<file path="src/rtl/rv32i_trap_sequencer.sv">
// rv32i_trap_sequencer: moves the core into and out of one interrupt handler at a time
module rv32i_trap_sequencer #(
    parameter int XLEN = 32,
    parameter logic [XLEN-1:0] VECTOR_BASE = 32'h0000_0100,
    parameter int COUNT_W = 16
) (
    input  logic               clk_i,
    input  logic               rst_i,
    input  logic               irq_pending_i,
    input  logic [XLEN-1:0]    irq_offset_i,
    output logic               irq_advance_o,
    output logic               irq_clear_o,
    input  logic               gie_i,
    input  logic               instr_boundary_i,
    input  logic [XLEN-1:0]    pc_i,
    input  logic               mret_i,
    output logic               pc_load_o,
    output logic [XLEN-1:0]    pc_load_value_o,
    output logic               stall_o,
    output logic [XLEN-1:0]    epc_o,
    output logic               in_handler_o,
    output logic               spurious_mret_o,
    output logic [COUNT_W-1:0] irq_count_o
);
    typedef enum logic [1:0] {IDLE, TAKE, HANDLER, RETURN} state_t;
    state_t state;
    logic trigger;
    assign trigger = irq_pending_i & gie_i & instr_boundary_i;
    // State, return PC, counter, sticky flag and the Moore flags of the next state update together
    always_ff @(posedge clk_i) begin
        if (rst_i) begin
            state           <= IDLE;
            epc_o           <= '0;
            irq_count_o     <= '0;
            spurious_mret_o <= 1'b0;
            irq_advance_o   <= 1'b0;
            irq_clear_o     <= 1'b0;
            pc_load_o       <= 1'b0;
            stall_o         <= 1'b0;
            in_handler_o    <= 1'b0;
        end else begin
            spurious_mret_o <= spurious_mret_o | (mret_i & (state != HANDLER));
            irq_advance_o   <= 1'b0;
            irq_clear_o     <= 1'b0;
            pc_load_o       <= 1'b0;
            stall_o         <= 1'b0;
            in_handler_o    <= 1'b0;
            case (state)
                IDLE: if (trigger) begin
                    state         <= TAKE;
                    epc_o         <= pc_i;
                    irq_count_o   <= &irq_count_o ? irq_count_o : irq_count_o + COUNT_W'(1);
                    irq_advance_o <= 1'b1;
                    pc_load_o     <= 1'b1;
                    stall_o       <= 1'b1;
                end
                TAKE: begin
                    state        <= HANDLER;
                    in_handler_o <= 1'b1;
                end
                HANDLER: if (mret_i) begin
                    state       <= RETURN;
                    irq_clear_o <= 1'b1;
                    pc_load_o   <= 1'b1;
                    stall_o     <= 1'b1;
                end else begin
                    in_handler_o <= 1'b1;
                end
                default: state <= IDLE;
            endcase
        end
    end
    // Vector offset is only guaranteed during TAKE, so the target is formed combinationally
    always_comb begin
        pc_load_value_o = state == TAKE ? VECTOR_BASE + irq_offset_i : state == RETURN ? epc_o : '0;
    end
endmodule

</file>
<file path="config.mk">
export PLATFORM = sky130hd
export DESIGN_NAME = rv32i_trap_sequencer
export DESIGN_NICKNAME = d
export VERILOG_FILES = /design/src/rtl/rv32i_trap_sequencer.sv
export SDC_FILE = /design/constraint.sdc
export NUM_CORES = 1
export LEC_CHECK = 0
export BUFFER_PORTS_ARGS = -buffer_cell sky130_fd_sc_hd__buf_4
export CORE_MARGIN = 4
export CORE_UTILIZATION = 34
export CTS_CLUSTER_SIZE = 8
export DETAILED_ROUTE_END_ITERATION = 10
export PLACE_DENSITY = 0.67
export SLEW_MARGIN = 20
export SYNTH_ARGS = -nofsm -noshare
export SYNTH_HDL_FRONTEND = slang
export SYNTH_SLANG_ARGS = --single-unit
</file>
<file path="constraint.sdc">
create_clock -name clk_i -period 4.1 [get_ports clk_i]
set_clock_uncertainty 0.15 [all_clocks]
set_input_delay 0.82 -clock clk_i [delete_from_list [all_inputs] [get_ports clk_i]]
set_output_delay 0.82 -clock clk_i [all_outputs]
set_load 0.01 [all_outputs]
</file>
After elaboration in Yosys (flattened, before gate mapping)
Index checks and enable logic that the tools add are counted.
- register bits after elaboration: 55
- latch bits: 0
- RAM bits: 0
- bits in read-only memories: 0
- bits of input ports: 70
- output and inout bits: 86
- logic and storage cells: 40
- memories kept: 0
- add/subtract/negate cells: 2
- $mul: 0
- divide/modulo/power cells: 0
- order comparisons: 0
- equality and inequality tests: 6
- shifts and indexed selects: 0
- mux-type cells: 10
- bitwise operators: 7
- reductions and logical operators: 7
- operator list (cell ; number):
    $mux 32 ; 2
    $add 9x32->32 const A ; 1
    $add 16x1->16 const B ; 1
    $reduce_and 16->1 ; 1
    $ne 2x2->1 const B ; 3
    $pmux 2 s3 ; 1
    $eq 2x2->1 const B ; 2
    $mux 2 ; 2
    $pmux 1 s2 ; 2
    $reduce_and 2->1 ; 2
    $reduce_or 2->1 ; 2
    $and 1x1->1 ; 3
    $mux 1 ; 3
    $not 1->1 ; 3
    $reduce_and 3->1 ; 1
    $eq 2x1->1 const B ; 1
    $logic_not 2->1 ; 1
    $or 1x1->1 ; 1

Longest topological paths before layout
- depth after elaboration: 4
- depth in mapped cells: 7
- mapped depth without buffers: 6

Worst setup path after synthesis
Ideal clock, no wire load.
- path type: input port to output port
- start: in irq_offset_i[11]
- end: out pc_load_value_o[27]
- data arrival time: 2.263 ns
- data required time: 3.130 ns
- slack: 0.867 ns
- stages on the path: 4
- buffers on the path: 0
- cells stage by stage: nand4_4 > or4_4 > or4_1 > a31oi_1
- word-level cells in the longest chain between the ends: 2
- ends and longest elaborated chain (item ; line ; source):
    start, declared ; 10 ; input logic [XLEN-1:0] irq_offset_i,
    $add 9x32->32 ; 75 ; pc_load_value_o = state == TAKE ? VECTOR_BASE + irq_offset_i : state == RETURN ? epc_o : '0;
    $mux 32 ; 75 ;
    end, declared ; 18 ; output logic [XLEN-1:0] pc_load_value_o,
No other way between the ends.

Worst setup path in the final report
- start: in irq_offset_i[11]
- end: out pc_load_value_o[30]
Same word-level chain as after synthesis.

==> flow_summary.json <==
{
  "cp_data_arrival_time_ps": 2590,
  "vias": 3555,
  "grt_overflow": 0,
  "antenna_cells": 0,
  "hp-class": "register to register",
  "clk_latency_ps": 300,
  "ys_ff_latch": 55,
  "fmax_ghz": 0.281,
  "async_flop_share": 0,
  "finalWorstSetupSlack_ps": 542,
  "rows": 34,
  "status": "complete, no violations",
  "p_sw_w": 0.000494,
  "slowest_delay_ps": 650,
  "nets": 641,
  "switching_share": 0.339,
  "path_buf_inv": 2,
  "io_pins": 156,
  "layout_worst_path_cycle_share": 0.868,
  "syn_inst": 424,
  "pwr_density_cell_mw_per_mm2": 327,
  "placedInstanceArea_mm2": 0.00436,
  "syn2layout_area_growth_pct": 42.6,
  "synth_ff_type": "dfxtp_1",
  "clockBufferDepth": 2,
  "yosysMostFrequentCell": "nand2_1",
  "cts_root_buffer": "clkbuf_8",
  "drc_errors": 0,
  "cts-hold-fix-buffers": 0,
  "combPwrFrac": 0.376,
  "dieHeight_um": 104,
  "clock-sinks": 55,
  "io_buffers": 155,
  "drive_above_1_share": 0.316,
  "place_congestion": 0.873,
  "endpoint_kind": "output port",
  "p_leak_nw": 1.78,
  "synth_top_area_share": 0.352,
  "antenna_found_initial": 0,
  "grt_max_degree": 60,
  "cts-resized-gates": 0,
  "core_area_mm2": 0.00885,
  "initial_core_util": 0.353,
  "grt_pass1_vias": 3218,
  "path_class": "input port to output port",
  "tns_ps": 0,
  "first_iter_violations": 111,
  "p_clk_frac": 0.216,
  "p_seq_frac": 0.408,
  "ir_drop_uv": 126,
  "cts_tree": "built",
  "cp_slowest_cell": "or4_4",
  "syn_area_mm2": 0.00313,
  "clk_pin_slew_ps": 90,
  "track_usage": 0.176,
  "drt_wl_total_um": 10200,
  "final_area_mm2": 0.00446,
  "firstDrtPassIters": 4,
  "hpwl_um": 7630,
  "crit_chain": "buf_4 -> nand4_4 -> or4_4 -> or4_1 -> a31oi_1 -> buf_4",
  "synth_largest_area_cell": "dfxtp_1",
  "wl_per_cell_um": 15.2,
  "holdWs_ps": 324,
  "dieArea_mm2": 0.0108,
  "synth_commonest_cells": "115 x nand2_1, 55 x dfxtp_1, 54 x a21oi_1",
  "synth_edf_count": 0,
  "crit_top_cell": "buf_4",
  "ant_nets": 0,
  "rsz0062_at_grt": "no",
  "finalHoldViolCount": 0,
  "cap_violations": 0,
  "syn_area_per_cell_um2": 7.37,
  "numCtsBuffers": 5,
  "tightestPinTransition_ps": 920,
  "netlist_top_cells_area": "dfxtp_1 35%, nand2_1 14%, a21oi_1 8.6%",
  "yosysWarnings": 0,
  "cts_max_level": 2,
  "crit_fanout": 14,
  "p_int_w": 0.000964,
  "cpLargestDelayFamily": "simple AND/OR/NAND/NOR gates",
  "die_width_um": 104,
  "fin_total_pwr_w": 0.00146,
  "cts_setup_buffers": 0,
  "viasPerCell": 5.27,
  "ys_seq_area_frac": 0.352,
  "maxSlewHeadroom": 0.381,
  "setup_viol": 0,
  "synth_cell_types": 42,
  "syn-num-nets": 500,
  "dp_slack_ps": 540,
  "required_ps": 3130,
  "min_period_ps": 3560,
  "grt_pass1_wl_um": 16200,
  "drv_slew": 0,
  "startpoint_type": "input port"
}
## metal layers
metal | vias to the layer above | wire length [um] | GRT usage
met4 | 0 | 273 | 0.0636
li1 | 1783 | - | -
met3 | 18 | 574 | 0.0441
met5 | - | 0 | 0
met1 | 1641 | 4510 | 0.213
met2 | 113 | 4860 | 0.303
## per-stage QoR
step,std cells,utilization
6_report,674,0.504
5_1_grt,674,0.504
4_1_cts,674,0.504
3_5_place_dp,666,0.493
3_3_place_gp,666,0.493
2_1_floorplan,424,-
## cells by family after synthesis
logic type | after synthesis | synth area share
mux | 15 | 0.0496
simple gates | 207 | 0.325
buf+inv | 32 | 0.0408
xor+xnor | 14 | 0.0392
flops | 55 | 0.352
fa+ha+maj | 6 | 0.0240
compound gates | 95 | 0.169
## power by group through the flow
stage | logic, W | clock network (W) | registers, W
finish | 0.000548 | 0.000316 | 0.000595
detailed placement | 0.000551 | 0 | 0.000607
CTS | 0.000553 | 0.000329 | 0.000595
global route | 0.000599 | 0.000347 | 0.000600
floorplan | 0.000274 | 0 | 0.000614
global placement | 0.000544 | 0 | 0.000605
## worst min-delay path, stage by stage, from the launching register on
cell and delay (ps):
dfxtp_1 330, nand2_1 50, a21oi_1 50
## path summary, 6_finish.rpt
| path | startpoint | end | slack [ps] | cells past startpoint |
|---|---|---|---|---|
| worst max-delay path | irq_offset_i[11] | pc_load_value_o[30] | 540 | 6 |
| worst min register to register | epc_o[21]$_SDFFE_PP0P_ | epc_o[21]$_SDFFE_PP0P_ | 320 | 2 |
| worst min-delay path | epc_o[21]$_SDFFE_PP0P_ | epc_o[21]$_SDFFE_PP0P_ | 320 | 2 |
| worst max register to register | irq_count_o[0]$_SDFFE_PP0P_ | irq_count_o[7]$_SDFFE_PP0P_ | 1650 | 6 |
## flip-flops by register name (all words and copies together) (netlist names)
name	count
epc_o	32
irq_count_o	16
state	2
in_handler_o	1
irq_advance_o	1
irq_clear_o	1
spurious_mret_o	1
stall_o	1
## layout make-up
| cell class | instances | area, um2 |
|---|---|---|
| Timing Repair Buffer | 161 | 1210 |
| Sequential cell | 55 | 1100 |
| Fill cell | 877 | 4390 |
| Clock buffer | 7 | 86.3 |
| Tap cell | 108 | 135 |
| Clock inverter | 1 | 8.76 |
| Inverter | 5 | 18.8 |
| Multi-Input combinational cell | 337 | 1900 |
## cell usage in the layout (no fill, tap or decap), drive strengths merged, types with 2 or more instances in the layout
cell type	n
o211ai	2
xor2	7
xnor2	7
nor4	7
nand4	14
nor2b	5
or3	8
nor3b	2
nand2	115
nor2	15
dfxtp	55
o31ai	9
mux2i	11
o21ai	19
a31oi	6
or4	10
mux2	4
ha	6
and3	3
nand3	13
and4	5
a21oi	54
inv	5
clkbuf	7
buf	161
nor3	3
Power figures use the tool's default switching activity.
